--- src/rtl/nrzi_dec.sv ---
// NRZI line decoder with SYNC detection, payload delivery and packet-length guard.
// Define NRZI_DEC_UNSTUFF_EN to enable bit unstuffing and stuffing-violation detection.
module nrzi_dec #(
   parameter logic [6:0] MAX_BITS = 7'd92
) (
   input  logic       clk,
   input  logic       rst,
   input  logic       bstr_in,
   input  logic       bstr_in_valid,
   input  logic       eop_in,
   output logic       bstr_out,
   output logic       bstr_out_valid,
   output logic       pkt_start,
   output logic       pkt_end,
   output logic       stuff_err,
   output logic [6:0] bit_cnt
);

   localparam logic [1:0] ST_IDLE = 2'd0;
   localparam logic [1:0] ST_DATA = 2'd1;
   localparam logic [1:0] ST_ERR  = 2'd2;

   logic [1:0] state_reg, state_next;
   logic       prev_line_reg, prev_line_next;
   logic [2:0] zero_cnt_reg, zero_cnt_next;
   logic [6:0] bit_cnt_reg, bit_cnt_next;
   logic       bstr_out_reg, bstr_out_next;
   logic       bstr_out_valid_reg, bstr_out_valid_next;
   logic       pkt_start_reg, pkt_start_next;
   logic       pkt_end_reg, pkt_end_next;
   logic       stuff_err_reg, stuff_err_next;
`ifdef NRZI_DEC_UNSTUFF_EN
   logic [2:0] ones_cnt_reg, ones_cnt_next;
`endif

   logic dec_bit;
   logic deliver;

   // No line transition decodes as 1, a transition as 0.
   assign dec_bit = ~(bstr_in ^ prev_line_reg);

   always_comb begin
      state_next          = state_reg;
      zero_cnt_next       = zero_cnt_reg;
      bit_cnt_next        = bit_cnt_reg;
      bstr_out_next       = 1'b0;
      bstr_out_valid_next = 1'b0;
      pkt_start_next      = 1'b0;
      pkt_end_next        = 1'b0;
      stuff_err_next      = 1'b0;
      deliver             = 1'b0;
`ifdef NRZI_DEC_UNSTUFF_EN
      ones_cnt_next       = ones_cnt_reg;
`endif

      if (eop_in)
         prev_line_next = 1'b1;
      else if (bstr_in_valid)
         prev_line_next = bstr_in;
      else
         prev_line_next = prev_line_reg;

      case (state_reg)
         ST_IDLE: begin
            if (eop_in) begin
               zero_cnt_next = 3'd0;
            end else if (bstr_in_valid) begin
               if (!dec_bit) begin
                  zero_cnt_next = (zero_cnt_reg == 3'd7) ? 3'd7 : zero_cnt_reg + 3'd1;
               end else if (zero_cnt_reg >= 3'd6) begin
                  state_next     = ST_DATA;
                  zero_cnt_next  = 3'd0;
                  bit_cnt_next   = 7'd0;
                  pkt_start_next = 1'b1;
`ifdef NRZI_DEC_UNSTUFF_EN
                  ones_cnt_next  = 3'd1;
`endif
               end else begin
                  zero_cnt_next = 3'd0;
               end
            end
         end

         ST_DATA: begin
            // End of packet takes priority; a bit sampled alongside it is dropped.
            if (eop_in) begin
               state_next    = ST_IDLE;
               zero_cnt_next = 3'd0;
               pkt_end_next  = 1'b1;
            end else if (bstr_in_valid) begin
               if (bit_cnt_reg == MAX_BITS) begin
                  state_next     = ST_ERR;
                  stuff_err_next = 1'b1;
               end else begin
`ifdef NRZI_DEC_UNSTUFF_EN
                  if (ones_cnt_reg == 3'd6) begin
                     if (dec_bit) begin
                        state_next     = ST_ERR;
                        stuff_err_next = 1'b1;
                     end else begin
                        ones_cnt_next = 3'd0;
                     end
                  end else begin
                     deliver       = 1'b1;
                     ones_cnt_next = dec_bit ? ones_cnt_reg + 3'd1 : 3'd0;
                  end
`else
                  deliver = 1'b1;
`endif
               end
            end
         end

         ST_ERR: begin
            if (eop_in) begin
               state_next    = ST_IDLE;
               zero_cnt_next = 3'd0;
            end
         end

         default: begin
            state_next = ST_IDLE;
         end
      endcase

      if (deliver) begin
         bstr_out_next       = dec_bit;
         bstr_out_valid_next = 1'b1;
         bit_cnt_next        = bit_cnt_reg + 7'd1;
      end
   end

   always_ff @(posedge clk or posedge rst) begin
      if (rst) begin
         state_reg          <= ST_IDLE;
         prev_line_reg      <= 1'b1;
         zero_cnt_reg       <= 3'd0;
         bit_cnt_reg        <= 7'd0;
         bstr_out_reg       <= 1'b0;
         bstr_out_valid_reg <= 1'b0;
         pkt_start_reg      <= 1'b0;
         pkt_end_reg        <= 1'b0;
         stuff_err_reg      <= 1'b0;
`ifdef NRZI_DEC_UNSTUFF_EN
         ones_cnt_reg       <= 3'd0;
`endif
      end else begin
         state_reg          <= state_next;
         prev_line_reg      <= prev_line_next;
         zero_cnt_reg       <= zero_cnt_next;
         bit_cnt_reg        <= bit_cnt_next;
         bstr_out_reg       <= bstr_out_next;
         bstr_out_valid_reg <= bstr_out_valid_next;
         pkt_start_reg      <= pkt_start_next;
         pkt_end_reg        <= pkt_end_next;
         stuff_err_reg      <= stuff_err_next;
`ifdef NRZI_DEC_UNSTUFF_EN
         ones_cnt_reg       <= ones_cnt_next;
`endif
      end
   end

   assign bstr_out       = bstr_out_reg;
   assign bstr_out_valid = bstr_out_valid_reg;
   assign pkt_start      = pkt_start_reg;
   assign pkt_end        = pkt_end_reg;
   assign stuff_err      = stuff_err_reg;
   assign bit_cnt        = bit_cnt_reg;

endmodule

--- config.mk ---
export PLATFORM = sky130hd
export DESIGN_NAME = nrzi_dec
export DESIGN_NICKNAME = d
export VERILOG_FILES = /design/src/rtl/nrzi_dec.sv
export SDC_FILE = /design/constraint.sdc
export NUM_CORES = 1
export LEC_CHECK = 0
export BUFFER_PORTS_ARGS = -buffer_cell sky130_fd_sc_hd__buf_2
export CAP_MARGIN = 20
export CORE_MARGIN = 2
export CORE_UTILIZATION = 45
export DETAILED_ROUTE_END_ITERATION = 10
export PLACE_DENSITY_LB_ADDON = 0.2
export SLEW_MARGIN = 20
export SYNTH_ARGS = -nofsm -noshare
export SYNTH_HDL_FRONTEND = slang
export SYNTH_SLANG_ARGS = --single-unit
export TNS_END_PERCENT = 20
--- constraint.sdc ---
create_clock -name clk -period 3.7 [get_ports clk]
set_clock_uncertainty 0.1 [all_clocks]
set_input_delay 0.37 -clock clk [delete_from_list [all_inputs] [get_ports clk]]
set_output_delay 0.37 -clock clk [all_outputs]
set_load 0.01 [all_outputs]
### Word level (Yosys, flattened, before mapping)

Index checks and enable logic that the tools add are counted.

| word-level totals | value |
|---|---|
| bits in registers | 18 |
| input bits | 5 |
| output and inout port bits | 12 |
| word-level logic and storage cells | 79 |

| cells by class | value |
|---|---|
| add/subtract/negate cells | 2 |
| $lt $le $gt $ge | 1 |
| equal/unequal tests | 15 |
| muxes and demuxes | 40 |
| bitwise logic cells | 2 |
| reductions and logical operators | 10 |

Operators by type and width:

| operator | count |
|---|---|
| 2-to-1 mux 7 bit | 6 |
| 2-to-1 mux 1 bit | 19 |
| 2-to-1 mux 2 bit | 8 |
| 2-to-1 mux 3 bit | 5 |
| inequality test 2 bit, second input constant | 6 |
| nonzero test 2 bit | 5 |
| inequality test 3 bit, second input constant | 3 |
| adder 7 x 1 -> 7 bit, second input constant | 1 |
| equality test 7 bit, second input constant | 1 |
| AND reduction 7 bit | 1 |
| case mux 2 bit (3 select lines) | 1 |
| case mux 3 bit (2 select lines) | 1 |
| AND reduction 5 bit | 1 |
| inequality test 2 x 1 -> 1 bit, second input constant | 2 |
| adder 3 x 1 -> 3 bit, second input constant | 1 |
| equality test 3 bit, second input constant | 1 |
| >= comparator 3 bit, second input constant | 1 |
| AND reduction 3 bit | 1 |
| equality test 2 x 1 -> 1 bit, second input constant | 1 |
| equality test 2 bit, second input constant | 1 |
| zero test 2 bit | 1 |
| OR reduction 2 bit | 1 |
| inverter 1 bit | 1 |
| bitwise XOR 1 bit | 1 |

### Longest topological paths before layout

Gate-level depths: netlist (run 1).

| depth | value |
|---|---|
| depth after elaboration | 7 |
| gate-level depth with buffers | 9 |
| depth with buffers taken out | 8 |

### Worst setup path after synthesis (run 1)

Ideal clock, no wire load.

| timing | value |
|---|---|
| path kind | register to register |
| start point | reg bit_cnt_reg[0] (netlist: bit_cnt[0]) |
| end point | reg state_reg[0] |
| arrival | 1.720 ns |
| required time | 3.514 ns |
| slack | 1.794 ns |
| cell stages (with the launch flop) | 8 |
| path buffers | 1 |
| cells stage by stage | dfrtp_1 -> inv_1 -> ha_1 -> and3b_1 -> clkbuf_1 -> a21boi_1 -> or4_1 -> a32oi_1 |

| on the way | value |
|---|---|
| longest elaborated chain between the ends | 3 |

RTL lines:

| item | RTL line | text |
|---|---|---|
| start: declaration | 26 | `logic [6:0] bit_cnt_reg, bit_cnt_next;` |
| start signal: assignment | 151 | `bit_cnt_reg <= bit_cnt_next;` |
| equality test 7 bit | 91 | `if (bit_cnt_reg == MAX_BITS) begin` |
| inequality test 3 bit (no source line) | n/a |  |
| AND reduction 7 bit (no source line) | n/a |  |
| end signal: assignment | 148 | `state_reg <= state_next;` |
| end: declaration | 23 | `logic [1:0] state_reg, state_next;` |

Every way passes these cells.
A chain may end at the register's enable or synchronous reset.

### Worst setup path in the final report (run 1)

Ends and elaborated chain as after synthesis.

==> results of run 1 <==
==> kinds of logic (layout without fill, tap and decap cells) <==
| family | Yosys count | after routing | share of synthesized area |
|---|---|---|---|
| adders and majority gates | 8 | 8 | 0.0989 |
| and+or+nand+nor | 37 | 37 | 0.198 |
| buffers and inverters | 15 | 31 | 0.0556 |
| DFF | 18 | 18 | 0.446 |
| AOI/OAI and AO/OA | 20 | 20 | 0.134 |
| muxes | 4 | 4 | 0.0420 |
| xor gates and xnor gates | 3 | 3 | 0.0260 |
==> worst paths after layout <==
path / end / slack [ps] / depth (start not counted) / from
worst max-delay path: state_reg[0] / 1760 / 6 / bit_cnt[0]
worst min-delay path: zero_cnt_reg[1] / 50 / 2 / rst
worst max register to register: state_reg[0] / 1760 / 6 / bit_cnt[0]
worst min register to register: bit_cnt[6] / 410 / 1 / bit_cnt[6]
max in group asynchronous: bit_cnt[2] / 3020 / 2 / rst
min in group clk: prev_line_reg / 210 / 2 / bstr_in
==> power by group <==
group / total, mW / internal [mW] / switching, mW
clock: 0.104 / 0.0420 / 0.0622
combinational: 0.134 / 0.0578 / 0.0764
sequential: 0.257 / 0.224 / 0.0329
total: 0.495 / 0.324 / 0.171
==> layer usage <==
metal  track usage  vias up  wire (um)
li1              -      397          -
met1         0.250      394        931
met2         0.244       24        865
met3        0.0439        4         94
met4         0.114        0         38
met5             0        -          0
==> final cells by class <==
| class | instances | area (um2) |
|---|---|---|
| Fill cell | 211 | 1030 |
| Multi-Input combinational cell | 72 | 504 |
| Sequential cell | 18 | 452 |
| Timing Repair Buffer | 16 | 80.1 |
| Inverter | 11 | 41.3 |
| Tap cell | 28 | 35.0 |
| Clock buffer | 4 | 26.3 |
==> through the flow <==
step                      utilization  std cells  cell area (um2)
after floorplan                     -        105             1010
after global placement          0.513        145             1110
after detailed placement        0.513        145             1110
after CTS                       0.525        149             1140
after global routing            0.525        149             1140
final                           0.525        149             1140
==> cells in the final DEF, fill, tap and decap left out, drive strengths merged, types with 2 or more instances in the layout <==
| cell type | n |
|---|---|
| dfrtp | 17 |
| buf | 16 |
| nor2 | 11 |
| inv | 11 |
| nand2 | 8 |
| ha | 8 |
| o21ai | 5 |
| a21oi | 4 |
| clkbuf | 4 |
| nand2b | 2 |
| mux2 | 2 |
| or4 | 2 |
| nand3b | 2 |
| o31ai | 2 |
| a41oi | 2 |
| nand4b | 2 |
| xnor2 | 2 |
| nand4 | 2 |
| mux2i | 2 |
==> impl_metrics.yaml, run 1 <==
synthesis:
  synth_area_leader_cell: "dfrtp_1"
  ys_seq_elements: 18
  synth_area_leaders: "dfrtp_1, ha_1, inv_1, nor2_1, nand2_1"
  yosys.area.top_type_share: 0.420
  yosys_most_used_dff: "dfrtp_1"
  synth_commonest_cells: "dfrtp_1, inv_1, nor2_1"
  synth_warnings: 0
  yosysSeqAreaShare: 0.446
  synthArstFlopShare: 1.00
  synth_edf_count: 0
  synthCells: 105
  synth.distinct_cells: 35
  netlist_area_um2: 1010
  postSynthAreaPerCell_um2: 9.64
  syn_nets: 118
  yosysMostFrequentCell: "dfrtp_1"
clocking:
  htreeDepth: 1
  numCtsBuffers: 3
  cts_root_buf: "clkbuf_4"
  clock-sinks: 18
  cts_hold_buffers: 0
  clk_pin_slew_ps: 110
  ctsResizeCount: 0
  clk_path_buf_depth: 2
  cts_setup_buffers: 0
  worstSkewPairLatency_ps: 300
  tritoncts: "yes"
floorplan:
  dieArea_um2: 2640
  die_h_um: 51.4
  initial_utilization: 0.467
  ios: 17
  core_um2: 2170
  die_w_um: 51.4
  fp-row-count: 17
sta:
  worst_pin_slew_ps: 675
  hold_viol_final: 0
  period_minus_slack_ps: 1940
  slew_violations: 0
  setup_viol: 0
  setup_ws_ps: 1760
  finalSetupTns_ps: 0
  rsz0062_at_grt: "false"
  holdWs_ps: 53.8
  slew_headroom: 0.550
  fmax_mhz: 515
  period_share: 0.525
route:
  drtIter0Drc: 18
  drc: 0
  route.antenna.remaining_nets: 0
  routed_wl_mm: 1.93
  dr.pass1.iters: 4
  viasPerCell: 5.50
  route.vias.total: 819
  drt-wirelength-per-cell_um: 13.0
setup_path:
  worst_setup_path_start_kind: "flip-flop"
  cp.arrival_ps: 2070
  critPathMaxFanout: 7
  crit_buf_inv: 1
  crit_path_end_kind: "flip-flop"
  crit_family: "simple AND/OR/NAND/NOR gates"
  critPathSlowestCell: "or4_1"
  crit_type: "flip-flop to flip-flop"
  cp_slowest_stage_delay_ps: 490
  crit_chain: "inv_1 > ha_1 > and3b_1 > a21boi_1 > or4_1 > a32oi_1"
  critPathRequiredTime_ps: 3820
pwr:
  totalPowerFinal_uw: 495
  p_per_area_nw_per_um2: 435
  power_leakage_nw: 0.607
  vdd_drop_max_uv: 306
placed_design:
  io_buffers: 16
  dp_hpwl_mm: 1.45
  gp_congestion: 0.813
  pre_cts_slack_ps: 1780
finish:
  diodes: 0
  largest_reg_flops: 7
  syn2layout_area_growth_pct: 12.5
  drive_gt1_frac: 0.182
  nNetsFinal: 135
grt:
  grt_pass1_vias: 762
  grt_remaining_overflow: 0
  grt_pass1_wl_mm: 3.44
  grt_max_degree: 19
  track_usage: 0.179
  antenna_found_initial: 0
run_status:
  status: "completed"
worst_hold_path:
  hold_class: "primary input to async pin"
run:
  cap_violations: 0
Power figures use the tool's default switching activity.
==> inputs of run 2 (changes only) <==
- clock period: 3.7 -> 1.88 ns (I/O delays scaled with it)
==> run 2 against run 1 <==
  * Via count shrank 1.7%
  * Flip-flop and latch count is the same
  * Cell area grew 9.1%
  * Sequential power grew 90%
  * Fmax grew 8.4%
  * Setup slack lost 1700 ps
  * Worst hold slack lost 39 ps
  * Routed wire length grew 8.7%
  * Sequential share of layout area shrank 3.3 points
==> impl_metrics.yaml, run 2 (synthesized netlist as in run 1, its figures left out) <==
worst_hold_path:
  hold_depth: 2
  hold_class: "primary input to flip-flop"
clocking:
  clk_path_buf_depth: 2
  cts_root_buf: "clkbuf_4"
  htreeDepth: 1
  clk_pin_slew_ps: 110
  clock-sinks: 18
  worstSkewPairLatency_ps: 300
  numCtsBuffers: 3
  tritoncts: "yes"
setup_path:
  crit_family: "simple AND/OR/NAND/NOR gates"
  cp_slowest_stage_delay_ps: 430
  ff2ff_path_depth: 5
  crit_chain: "ha_1 > o21ai_2 > or3_1 > or4_1 > a32oi_1"
  critPathSlowestCell: "dfrtp_1"
  crit_type: "flip-flop to flip-flop"
  cp.arrival_ps: 1910
  critPathRequiredTime_ps: 1990
  crit_path_end_kind: "flip-flop"
  critPathMaxFanout: 4
  worst_setup_path_start_kind: "flip-flop"
  worstSetupPathDepth: 5
  crit_buf_inv: 0
run:
  cap_violations: 0
sta:
  setup_viol: 0
  period_share: 0.953
  slew_violations: 0
  slew_headroom: 0.542
  worst_pin_slew_ps: 686
  holdWs_ps: 15.2
  period_minus_slack_ps: 1790
  fmax_mhz: 558
  finalSetupTns_ps: 0
  hold_viol_final: 0
  rsz0062_at_grt: "true"
route:
  route.vias.total: 805
  drc: 0
  route.antenna.remaining_nets: 0
  routed_wl_mm: 2.10
  drt-wirelength-per-cell_um: 13.2
  viasPerCell: 5.06
  dr.pass1.iters: 4
  drtIter0Drc: 23
run_status:
  status: "completed"
floorplan:
  core_um2: 2170
  dieArea_um2: 2640
  die_h_um: 51.4
  fp-row-count: 17
  initial_utilization: 0.467
  ios: 17
  die_w_um: 51.4
finish:
  nNetsFinal: 145
  final_area_um2: 1240
  drive_gt1_frac: 0.305
  fillers: 217
  instances_no_fill: 159
  seqCellArea_um2: 452
  largest_reg_flops: 7
  mostFrequentLayoutCell: "dfrtp_1"
  mostFrequentLayoutCells: "dfrtp_1, buf_2, nor2_1"
  syn2layout_area_growth_pct: 22.7
  diodes: 0
  multiInputGateArea_um2: 520
pwr:
  vdd_drop_max_uv: 605
  p_per_area_nw_per_um2: 876
  totalPowerFinal_mw: 1.09
  power_leakage_nw: 0.662
placed_design:
  placed_area_um2: 1170
  dp_hpwl_mm: 1.56
  dp.cells: 153
  gp_congestion: 0.834
  io_buffers: 16
grt:
  grt_max_degree: 19
  grt_pass1_vias: 808
  track_usage: 0.195
  grt_remaining_overflow: 0
  grt_pass1_wl_mm: 3.72
  antenna_found_initial: 0
-- run 2: cell count changes in the layout (fill, tap and decap cells not counted), sizes merged --
cell         change
buf              +9
dlygate4sd3      +1
-- run 2: final timing paths --
check | from | to | slack (ps)
min in group asynchronous | rst | bit_cnt[0] | 420
min | bstr_in | prev_line_reg | 20
max reg2reg | zero_cnt_reg[1] | state_reg[0] | 90
min reg2reg | bit_cnt[6] | bit_cnt[6] | 400
max in group asynchronous | rst | pkt_end | 810
max | zero_cnt_reg[1] | state_reg[0] | 90
-- run 2: final cells by class --
cell class / instances / area share
well taps: 28 / 0.0282
flip-flops and latches: 18 / 0.364
clock buffers: 4 / 0.0292
multi-input cells: 72 / 0.419
inverters: 11 / 0.0332
repair buffers: 26 / 0.127
-- run 2: report_power, final --
group | internal, mW | total (mW) | switching [mW]
sequential | 0.441 | 0.488 | 0.0467
combinational | 0.172 | 0.359 | 0.187
clock | 0.118 | 0.241 | 0.123
total | 0.731 | 1.09 | 0.357
-- run 2: per-stage QoR --
stage / util / worst slack, ps
final: 0.573 / 88.0
after global routing: 0.573 / -25.1
after CTS: 0.562 / 18.9
after detailed placement: 0.540 / 50.0
after global placement: 0.540 / 61.6
after floorplan: - / 51.1
-- run 2: per-layer routing --
layer | global-route usage | wire [um] | share of wire | vias to the layer above
met5 | 0 | 0 | 0 | -
li1 | - | - | - | 416
met1 | 0.277 | 992 | 0.47 | 367
met3 | 0.0351 | 63 | 0.030 | 5
met2 | 0.291 | 1000 | 0.48 | 17
met4 | 0.0789 | 37 | 0.018 | 0
-- run 2: worst register-to-register path, cell delays in order, from the launching register on --
cell and delay [ps]:
dfrtp_1 430, ha_1 190, o21ai_2 60, or3_1 380, or4_1 400, a32oi_1 160
-- run 2: what timing repair did --
| item | CTS | global route |
|---|---|---|
| gates resized for setup | 0 | 9 |
| hold buffers | 1 | 0 |
| hold endpoints to repair | 17 | 0 |
| endpoints found under the setup margin | 0 | 8 |
| buffers inserted | 0 | 1 |
==> inputs of run 3 (changes only) <==
- MAX_ROUTING_LAYER: unset -> met4
==> run 3 against run 2 <==
  * Sequential power about the same
  * Die area unchanged
  * Routed wire length about the same
  * Fmax unchanged
  * Global-route usage increased by 0.52 points
  * Sequential share of layout area unchanged
  * Flip-flop and latch count unchanged
  * Core utilization unchanged
  * Critical path type unchanged
  * Largest cell class unchanged
  * Largest power group unchanged
==> impl_metrics.yaml, run 3 (synthesized netlist as in run 1, its figures left out) <==
clocking:
  tritoncts: "yes"
  clk_pin_slew_ps: 110
  cts_root_buf: "clkbuf_4"
  clk_path_buf_depth: 2
  numCtsBuffers: 3
  clock-sinks: 18
  htreeDepth: 1
  worstSkewPairLatency_ps: 300
pwr:
  p_per_area_nw_per_um2: 876
  totalPowerFinal_mw: 1.09
  vdd_drop_max_uv: 605
  power_leakage_nw: 0.662
finish:
  nNetsFinal: 145
  diodes: 0
  mostFrequentLayoutCells: "dfrtp_1, buf_2, nor2_1"
  largest_reg_flops: 7
  drive_gt1_frac: 0.305
  fillers: 217
  final_area_um2: 1240
  syn2layout_area_growth_pct: 22.7
  mostFrequentLayoutCell: "dfrtp_1"
setup_path:
  worst_setup_path_start_kind: "flip-flop"
  crit_path_end_kind: "flip-flop"
  crit_chain: "ha_1 > o21ai_2 > or3_1 > or4_1 > a32oi_1"
  reg2reg_slack_ps: 90
  cp.arrival_ps: 1910
  critPathMaxFanout: 4
  critPathSlowestCell: "dfrtp_1"
  critPathRequiredTime_ps: 1990
  crit_family: "simple AND/OR/NAND/NOR gates"
  crit_type: "flip-flop to flip-flop"
  crit_buf_inv: 0
  cp_slowest_stage_delay_ps: 430
run_status:
  status: "completed"
placed_design:
  placed_area_um2: 1170
  gp_congestion: 0.846
  pre_cts_slack_ps: 50.0
  dp_hpwl_mm: 1.56
  io_buffers: 16
sta:
  finalSetupTns_ps: 0
  period_share: 0.953
  rsz0062_at_grt: "true"
  slew_headroom: 0.542
  worst_pin_slew_ps: 686
  fmax_mhz: 558
  slew_violations: 0
  holdWs_ps: 15.2
  setup_ws_ps: 88.0
  period_minus_slack_ps: 1790
  hold_viol_final: 0
  setup_viol: 0
route:
  route.vias.total: 804
  route.antenna.remaining_nets: 0
  drtIter0Drc: 23
  drt-wirelength-per-cell_um: 13.2
  routed_wl_mm: 2.10
  dr.pass1.iters: 4
  viasPerCell: 5.06
  drc: 0
grt:
  grt_pass1_vias: 807
  grt_remaining_overflow: 0
  antenna_found_initial: 0
  track_usage: 0.200
  grt_max_degree: 19
  grt_pass1_wl_mm: 3.73
floorplan:
  fp-row-count: 17
  ios: 17
  initial_utilization: 0.467
  dieArea_um2: 2640
  core_um2: 2170
  die_w_um: 51.4
  die_h_um: 51.4
run:
  cap_violations: 0
worst_hold_path:
  hold_class: "primary input to flip-flop"
-- run 3: layout make-up --
class | count | area [um2] | area share
Inverter | 11 | 41.3 | 0.0332
Sequential cell | 18 | 452 | 0.364
Timing Repair Buffer | 26 | 158 | 0.127
Tap cell | 28 | 35.0 | 0.0282
Clock buffer | 4 | 36.3 | 0.0292
Multi-Input combinational cell | 72 | 520 | 0.419
-- run 3: repair_timing --
action,CTS,global route
endpoints found under the hold margin,17,0
buffers inserted,0,1
endpoints found under the setup margin,0,8
hold buffers,1,0
resized for setup,0,9
-- run 3: through the flow --
step | cells | utilization
floorplan | 105 | -
global placement | 153 | 0.540
detailed placement | 153 | 0.540
CTS | 158 | 0.562
global route | 159 | 0.573
finish | 159 | 0.573
-- run 3: path summary, 6_finish.rpt --
kind / from / to / cells past startpoint
max in group asynchronous: rst / pkt_end / 3
min in group asynchronous: rst / bit_cnt[0] / 3
max reg2reg: zero_cnt_reg[1] / state_reg[0] / 5
min reg2reg: bit_cnt[6] / bit_cnt[6] / 1
max: zero_cnt_reg[1] / state_reg[0] / 5
min: bstr_in / prev_line_reg / 2
-- run 3: where the power goes --
part / switching (mW) / leakage, nW / internal [mW] / total [mW]
sequential: 0.0467 / 0.241 / 0.441 / 0.488
clock: 0.123 / 0.0210 / 0.118 / 0.241
combinational: 0.187 / 0.400 / 0.172 / 0.359
-- run 3: routing by layer --
metal	up-vias	track usage	wire length, um
met5	-	-	0
met4	0	0.0789	37
met3	5	0.0351	63
met2	17	0.291	1000
met1	366	0.277	991
li1	416	-	-
